**src/rtl/boreal_apex_ctrl_if.sv**
```systemverilog
// Sample stream bundle: upstream X/Y samples in, one-cycle strobed samples out to the 2D adaptive core.
// valid/ready: upstream s_x/s_y move only on a cycle where s_valid && s_ready; core_valid has no back-pressure.
interface boreal_apex_ctrl_if;
  logic               s_valid;
  logic               s_ready;
  logic signed [15:0] s_x;
  logic signed [15:0] s_y;
  logic               core_valid;
  logic signed [15:0] core_x;
  logic signed [15:0] core_y;

  modport master (
    output s_valid, s_x, s_y,
    input  s_ready, core_valid, core_x, core_y
  );

  modport slave (
    input  s_valid, s_x, s_y,
    output s_ready, core_valid, core_x, core_y
  );
endinterface

```
**src/rtl/boreal_apex_ctrl.sv**
```systemverilog
// Session controller feeding a 2D adaptive core: warm-up, lock, decimation and emergency halt.
// Optional idle watchdog in TRACK is compiled in with macro BOREAL_CTRL_WDOG_EN.
module boreal_apex_ctrl #(
  parameter int unsigned WARMUP_N   = 16,
  parameter int unsigned WDOG_LIMIT = 1024
) (
  input  logic                clk,
  input  logic                rst_n,
  boreal_apex_ctrl_if.slave   bus,
  input  logic [3:0]          decim,
  input  logic                start,
  input  logic                halt_req,
  input  logic                clear,
  output logic                core_halt,
  output logic [1:0]          state,
  output logic                locked,
  output logic [15:0]         sample_cnt,
  output logic                wdog_trip
);

  typedef enum logic [1:0] {
    ST_IDLE   = 2'd0,
    ST_WARMUP = 2'd1,
    ST_TRACK  = 2'd2,
    ST_HALT   = 2'd3
  } state_t;

  localparam logic [16:0] LP_WARMUP_N = 17'(WARMUP_N);

  state_t             r_state;
  logic [3:0]         r_dcnt;
  logic [15:0]        r_sample_cnt;
  logic               r_core_valid;
  logic signed [15:0] r_core_x;
  logic signed [15:0] r_core_y;

  logic               w_active;
  logic               w_ready;
  logic               w_xfer;
  logic               w_fwd;
  logic [15:0]        w_cnt_inc;
  logic               w_warm_done;
  logic               w_wdog_fire;

  assign w_active    = (r_state == ST_WARMUP) || (r_state == ST_TRACK);
  assign w_ready     = w_active && !halt_req;
  assign w_xfer      = bus.s_valid && w_ready;
  // >= rather than == so a decim lowered mid-run still forwards promptly
  assign w_fwd       = w_xfer && (r_dcnt >= decim);
  assign w_cnt_inc   = (r_sample_cnt == 16'hFFFF) ? r_sample_cnt : r_sample_cnt + 16'd1;
  assign w_warm_done = ({1'b0, r_sample_cnt} + 17'd1) == LP_WARMUP_N;

`ifdef BOREAL_CTRL_WDOG_EN
  localparam int unsigned        LP_WDW  = $clog2(WDOG_LIMIT + 1);
  localparam logic [LP_WDW-1:0]  LP_LAST = LP_WDW'(WDOG_LIMIT - 1);

  logic [LP_WDW-1:0] r_wdog_cnt;
  logic              r_wdog_trip;

  assign w_wdog_fire = (r_state == ST_TRACK) && !w_xfer && (r_wdog_cnt == LP_LAST);

  always_ff @(posedge clk or negedge rst_n) begin
    if (!rst_n) begin
      r_wdog_cnt  <= '0;
      r_wdog_trip <= 1'b0;
    end else begin
      if ((r_state != ST_TRACK) || w_xfer || w_wdog_fire) begin
        r_wdog_cnt <= '0;
      end else begin
        r_wdog_cnt <= r_wdog_cnt + 1'b1;
      end
      // sticky until the operator releases HALT back to IDLE
      if (w_wdog_fire) begin
        r_wdog_trip <= 1'b1;
      end else if ((r_state == ST_HALT) && clear && !halt_req) begin
        r_wdog_trip <= 1'b0;
      end
    end
  end

  assign wdog_trip = r_wdog_trip;
`else
  assign w_wdog_fire = 1'b0;
  assign wdog_trip   = 1'b0;
`endif

  always_ff @(posedge clk or negedge rst_n) begin
    if (!rst_n) begin
      r_state      <= ST_IDLE;
      r_dcnt       <= 4'd0;
      r_sample_cnt <= 16'd0;
      r_core_valid <= 1'b0;
      r_core_x     <= '0;
      r_core_y     <= '0;
    end else begin
      // a transfer needs halt_req=0, so a strobe is never born on a halting edge
      r_core_valid <= w_fwd;
      if (w_fwd) begin
        r_core_x <= bus.s_x;
        r_core_y <= bus.s_y;
      end
      if (halt_req || w_wdog_fire) begin
        r_state <= ST_HALT;
        r_dcnt  <= 4'd0;
      end else begin
        case (r_state)
          ST_IDLE: begin
            if (start) begin
              r_state      <= ST_WARMUP;
              r_dcnt       <= 4'd0;
              r_sample_cnt <= 16'd0;
            end
          end
          ST_WARMUP, ST_TRACK: begin
            if (w_xfer) begin
              r_dcnt <= w_fwd ? 4'd0 : r_dcnt + 4'd1;
            end
            if (w_fwd) begin
              r_sample_cnt <= w_cnt_inc;
              if ((r_state == ST_WARMUP) && w_warm_done) begin
                r_state <= ST_TRACK;
              end
            end
          end
          ST_HALT: begin
            if (clear) begin
              r_state <= ST_IDLE;
            end
          end
          default: r_state <= ST_IDLE;
        endcase
      end
    end
  end

  assign bus.s_ready    = w_ready;
  assign bus.core_valid = r_core_valid;
  assign bus.core_x     = r_core_x;
  assign bus.core_y     = r_core_y;
  assign state          = r_state;
  assign locked         = (r_state == ST_TRACK);
  assign core_halt      = (r_state == ST_IDLE) || (r_state == ST_HALT);
  assign sample_cnt     = r_sample_cnt;

endmodule

```
**src/flat_wrapper.sv**
```systemverilog
// flat-port wrapper written by rule: the top's interface ports become plain ports
module boreal_apex_ctrl_flat 
#(
  parameter int unsigned WARMUP_N   = 16,
  parameter int unsigned WDOG_LIMIT = 1024
)
  (clk, rst_n, decim, start, halt_req, clear, core_halt, state, locked, sample_cnt, wdog_trip, bus_s_valid, bus_s_x, bus_s_y, bus_s_ready, bus_core_valid, bus_core_x, bus_core_y);
  boreal_apex_ctrl_if bus_i ();
  input  logic clk;
  input  logic rst_n;
  input  logic [3:0] decim;
  input  logic start;
  input  logic halt_req;
  input  logic clear;
  output logic core_halt;
  output logic [1:0] state;
  output logic locked;
  output logic [15:0] sample_cnt;
  output logic wdog_trip;
  input wire logic [$bits(bus_i.s_valid)-1:0] bus_s_valid;
  input wire logic [$bits(bus_i.s_x)-1:0] bus_s_x;
  input wire logic [$bits(bus_i.s_y)-1:0] bus_s_y;
  output wire logic [$bits(bus_i.s_ready)-1:0] bus_s_ready;
  output wire logic [$bits(bus_i.core_valid)-1:0] bus_core_valid;
  output wire logic [$bits(bus_i.core_x)-1:0] bus_core_x;
  output wire logic [$bits(bus_i.core_y)-1:0] bus_core_y;
  assign bus_i.s_valid = bus_s_valid;
  assign bus_i.s_x = bus_s_x;
  assign bus_i.s_y = bus_s_y;
  assign bus_s_ready = bus_i.s_ready;
  assign bus_core_valid = bus_i.core_valid;
  assign bus_core_x = bus_i.core_x;
  assign bus_core_y = bus_i.core_y;
  boreal_apex_ctrl #(.WARMUP_N(WARMUP_N), .WDOG_LIMIT(WDOG_LIMIT)) u_core (.clk(clk), .rst_n(rst_n), .bus(bus_i), .decim(decim), .start(start), .halt_req(halt_req), .clear(clear), .core_halt(core_halt), .state(state), .locked(locked), .sample_cnt(sample_cnt), .wdog_trip(wdog_trip));
endmodule
```
**config.mk**
```make
export PLATFORM = sky130hd
export DESIGN_NAME = boreal_apex_ctrl_flat
export DESIGN_NICKNAME = d
export VERILOG_FILES = /design/src/rtl/boreal_apex_ctrl_if.sv /design/src/rtl/boreal_apex_ctrl.sv /design/src/flat_wrapper.sv
export SDC_FILE = /design/constraint.sdc
export NUM_CORES = 1
export LEC_CHECK = 0
export CORE_MARGIN = 8
export CORE_UTILIZATION = 40
export CTS_BUF_LIST = sky130_fd_sc_hd__clkbuf_8 sky130_fd_sc_hd__clkbuf_16
export CTS_CLUSTER_DIAMETER = 60
export DETAILED_ROUTE_END_ITERATION = 10
export PLACE_DENSITY_LB_ADDON = 0.2
export SYNTH_ARGS = -nofsm -noshare
export SYNTH_HDL_FRONTEND = slang
export SYNTH_SLANG_ARGS = --single-unit
export TNS_END_PERCENT = 100
```
**constraint.sdc**
```tcl
create_clock -name clk -period 5.8 [get_ports clk]
set_input_delay 1.45 -clock clk [delete_from_list [all_inputs] [get_ports clk]]
set_output_delay 1.45 -clock clk [all_outputs]
set_load 0.05 [all_outputs]
```
==> Word level (Yosys, flattened, before mapping) <==
Cells that the tools add are included.
{ "totals": {"regBits": 55, "word_cells": 53, "mem_bits_ro": 0, "latchBits": 0, "input_bits": 42, "mem_bits_rw": 0, "out_inout_bits": 55, "n_memories": 0} }
{ "op_classes": {"div_mod_pow": 0, "n_bitwise": 1, "addsub": 3, "shift": 0, "mul": 0, "mux": 15, "magnitude_cmp": 1, "reduce_logical": 14, "eq_ne": 13} }
{ "ops": {"columns": ["cell", "n"], "rows": [
  ["two-way mux 16 bit", 3],
  ["case mux 16 bit (2 select lines)", 1],
  ["adder 16 x 1 -> 17 bit (second input constant)", 1],
  ["equality test 17 x 5 -> 1 bit (second input constant)", 1],
  ["adder 16 x 1 -> 16 bit (second input constant)", 1],
  ["equality test 16 bit (second input constant)", 1],
  ["two-way mux 4 bit", 4],
  ["two-way mux 2 bit", 5],
  ["inequality test 3 x 2 -> 1 bit (second input constant)", 3],
  ["case mux 4 bit (2 select lines)", 1],
  ["inequality test 3 bit (second input constant)", 2],
  ["case mux 2 bit (3 select lines)", 1],
  ["AND reduction 5 bit", 1],
  ["adder 4 x 1 -> 4 bit (second input constant)", 1],
  ["equality test 2 bit (second input constant)", 2],
  [">= comparator 4 bit", 1],
  ["logical AND 1 bit", 4],
  ["inequality test 2 bit (second input constant)", 2],
  ["AND reduction 4 bit", 1],
  ["AND reduction 3 bit", 1],
  ["nonzero test 3 bit", 1],
  ["equality test 2 x 1 -> 1 bit (second input constant)", 1],
  ["zero test 2 bit", 1],
  ["logical OR 1 bit", 2],
  ["other kinds (5)", 5]
]} }

==> Logic depth before layout (Yosys ltp) <==
{ "logic_depth": {"depth_word": 9, "mapped_depth": 11, "ltp_nobuf": 9} }

==> Least setup slack after synthesis <==
OpenSTA, ideal clock, no wires.
{ "synth_timing": {"path_kind": "input -> output", "startpoint": "input halt_req", "endpoint": "output bus_s_ready", "path_buffers": 1, "t_required_ns": 4.350, "slack_ns": 2.063, "stages": 2, "t_arrival_ns": 2.287, "cell_sequence": "clkbuf_1 nor2_1"} }
{ "synth_between": {"elab_chain_cells": 2} }
{ "synth_lines": {"columns": ["element", "line_no", "text"], "rows": [
  ["start: declaration", "flat_wrapper.sv:13", "input logic halt_req;"],
  ["zero test 1 bit", "boreal_apex_ctrl.sv:46", "assign w_ready = w_active && !halt_req;"],
  ["logical AND 1 bit", "boreal_apex_ctrl.sv:46", null],
  ["end: declaration", "flat_wrapper.sv:23", "output wire logic [$bits(bus_i.s_ready)-1:0] bus_s_ready;"]
]} }
Every way passes these cells.

==> Final worst setup path <==
Ends and elaborated chain as after synthesis.

==> results.sh <==
export IMPL_status="finished, final reports clean"
export IMPL_reg2reg_slack_ns=2.18
export IMPL_ys_ff_latch=55
export IMPL_grt_pass1_vias=2774
export IMPL_synth_async_reset_ratio=1.00
export IMPL_design_area_mm2=0.00408
export IMPL_dr_pass1_iters=5
export IMPL_clkSinkCount=55
export IMPL_grt_use_total=0.159
export IMPL_ys_flop_type="dfrtp_1"
export IMPL_finalNonFillerCells=532
export IMPL_cp_max_fo=8
export IMPL_fill_cells=689
export IMPL_antenna_found_initial=0
export IMPL_fin_ws_ns=1.28
export IMPL_dp_cells=524
export IMPL_netlist_instances=350
export IMPL_grt_pass1_wl_um=13600
export IMPL_min_period_ns=4.52
export IMPL_routedWlPerCell_um=15.6
export IMPL_io_pins=97
export IMPL_postPlaceCellArea_mm2=0.00397
export IMPL_die_h_um=103
export IMPL_vias=2735
export IMPL_clockBufferDepth=2
export IMPL_grt_overflow=0
export IMPL_core_area_mm2=0.00725
export IMPL_routed_wl_um=8320
export IMPL_power_density_mw_per_mm2=423
export IMPL_maxCapViolCount=0
export IMPL_worst_setup_path_start_kind="input port"
export IMPL_rsz0062_at_grt="no"
export IMPL_finalPower_mw=1.72
export IMPL_fin_crit_sh=0.779
export IMPL_critical_path_top_delay_family="buffers and inverters"
export IMPL_final_nets=484
export IMPL_fmax_mhz=221
export IMPL_reg2reg_depth=10
export IMPL_drc=0
export IMPL_post_cts_resized=0
export IMPL_htree_levels=2
export IMPL_drive_gt1_frac=0.0531
export IMPL_worstPathRequired_ns=4.35
export IMPL_ys_types=45
export IMPL_min_path_cells=2
export IMPL_min_path_type="flip-flop to flip-flop"
export IMPL_cp_num_buf_inv=2
export IMPL_skew_ns=0.00715
export IMPL_syn_num_nets=402
export IMPL_dp_hpwl_um=6000
export IMPL_critical_path_class="input port to primary output"
export IMPL_setup_viol=0
export IMPL_pre_cts_ws_ns=1.23
export IMPL_crit_arrival_ns=3.07
export IMPL_fp_dieArea_mm2=0.0105
export IMPL_post_cts_setup_buffer_count=0
export IMPL_irDropWorstVdd_mv=0.293
export IMPL_grt_start_max_net_pins=56
export IMPL_gp_congestion=0.838
export IMPL_clkTransAtPathRegs_ns=0.10
export IMPL_initial_core_util=0.414
export IMPL_netlist_area_mm2=0.00300
export IMPL_cp_depth=3
export IMPL_cts_buffers=5
export IMPL_portBuffers=95
export IMPL_ys_warnings_count=0
export IMPL_viasPerCell=5.14
export IMPL_ant_nets=0
export IMPL_die_width_um=103
export IMPL_hold_viol=0
export IMPL_clockRootBuffer="clkbuf_8"
export IMPL_end_kind="primary output"
export IMPL_syn_to_final_growth_pct=36.0
export IMPL_slew_headroom=0.217
export IMPL_cts_hold_buf=0
export IMPL_ys_seq_area_frac=0.459
export IMPL_cts_tree="done"
export IMPL_power_leakage_nw=1.88
export IMPL_cp_slowest_stage_delay_ns=0.85
export IMPL_antenna_cells=0
export IMPL_syn_area_per_cell_um2=8.57
export IMPL_rows=31
export IMPL_slowest_stage="clkdlybuf4s50_1"
export IMPL_cpMostUsedCell="clkdlybuf4s50_1"
export IMPL_utilization=0.563
export IMPL_drt_initial_drc_count=93
export IMPL_synth_edf_count=0
export IMPL_path_cells="clkdlybuf4s50_1 > nor2_1 > clkdlybuf4s50_1"
export IMPL_setup_tns_final_ns=0
export IMPL_tightest_slew_ns=1.17
export IMPL_insertion_delay_ns=0.31
export IMPL_timing_hold_ws_ns=0.486
export IMPL_slew_viol_final=0
## layout by cell type, fill, tap and decap left out, types with 2 or more instances in the layout
master	synthesis	final
o21ai_1	3	3
nor3_1	3	3
mux2i_1	13	13
nand4_1	7	7
nor2_1	19	19
a211o_1	2	2
inv_1	9	9
and3_1	2	2
a2bb2oi_1	2	2
clkbuf_8	0	5
ha_1	10	10
nor4b_1	3	3
buf_4	2	2
a22o_1	5	5
xnor2_1	2	2
nand3_1	14	14
o21ai_0	18	18
nand2_1	119	119
a21oi_1	5	5
nor4_1	5	5
or2_2	3	3
dfrtp_1	55	55
and4_1	2	2
o31ai_2	3	3
clkdlybuf4s50_1	0	94
mux2_2	2	2
o31ai_1	3	3
nand2b_1	5	5
## final timing paths
| path | from | endpoint |
|---|---|---|
| min reg2reg | u_core.bus.core_y[6]$_DFFE_PN0P_ | u_core.bus.core_y[6]$_DFFE_PN0P_ |
| min | u_core.bus.core_y[6]$_DFFE_PN0P_ | u_core.bus.core_y[6]$_DFFE_PN0P_ |
| min in group asynchronous | rst_n | u_core.bus.core_y[9]$_DFFE_PN0P_ |
| max in group asynchronous | rst_n | u_core.sample_cnt[1]$_DFFE_PN0P_ |
| max | halt_req | bus_s_ready |
| max reg2reg | u_core.state[0]$_DFFE_PN0P_ | u_core.sample_cnt[1]$_DFFE_PN0P_ |
## where the power goes
part	leakage, nW	total (mW)	switching [mW]	internal (mW)
registers	0.730	0.547	0.0700	0.477
logic	1.09	0.910	0.614	0.296
clock network	0.0548	0.268	0.138	0.130
## cell usage after synthesis, types with 3 or more instances
cell,count,area [um^2]
buf_1,4,15.0
nand4_1,7,43.8
o31ai_1,3,22.5
ha_1,10,125
dfrtp_1,55,1380
o21ai_0,18,90.1
a22o_1,5,43.8
buf_2,5,25.0
o21ai_1,3,15.0
nand2_1,119,447
nor3_1,3,15.0
nor4b_1,3,26.3
nor2_1,19,71.3
nand3_1,14,70.1
clkbuf_1,7,26.3
mux2i_1,13,130
a21oi_1,5,25.0
buf_6,3,33.8
or2_2,3,18.8
nand2b_1,5,31.3
o31ai_2,3,37.5
nor4_1,5,31.3
inv_1,9,33.8
## per-layer routing
metal	part of all wire	track usage	vias to the layer above
met3	0.090	0.0398	7
met2	0.44	0.255	95
met5	0	0	-
li1	-	-	1345
met1	0.46	0.212	1288
met4	0.0078	0.0350	0
## logic make-up after synthesis
kind of cell             after synthesis  share of synthesized area
AO/OA/AOI/OAI                         45                      0.102
XOR/XNOR                               3                    0.00876
adder cells (fa/ha/maj)               10                     0.0417
buffers and inverters                 31                     0.0513
flip-flops                            55                      0.459
multiplexers                          15                     0.0509
other                                  1                    0.00125
AND/OR/NAND/NOR                      190                      0.286
## worst min-delay path: cells and delay by family, from the launching register on
kind	cells	cell delay (ns)
flip-flops	1	0.36
AND/OR/NAND/NOR	2	0.10
## sequential cells by signal, summed over array words and instances (netlist names)
name                   count
u_core.bus.core_valid      1
u_core.bus.core_x         16
u_core.bus.core_y         16
u_core.r_dcnt              4
u_core.sample_cnt         16
u_core.state               2
## final cells by class
| cell class | count | area [um^2] | share of cell area |
|---|---|---|---|
| multi-input cells | 264 | 1470 | 0.360 |
| flip-flops and latches | 55 | 1380 | 0.337 |
| repair buffers | 97 | 961 | 0.236 |
| well taps | 99 | 124 | 0.0304 |
| clock buffers | 5 | 68.8 | 0.0169 |
| clock inverters | 3 | 46.3 | 0.0113 |
| inverters | 9 | 33.8 | 0.00828 |
Note: power is estimated with default switching activity, not from simulation.
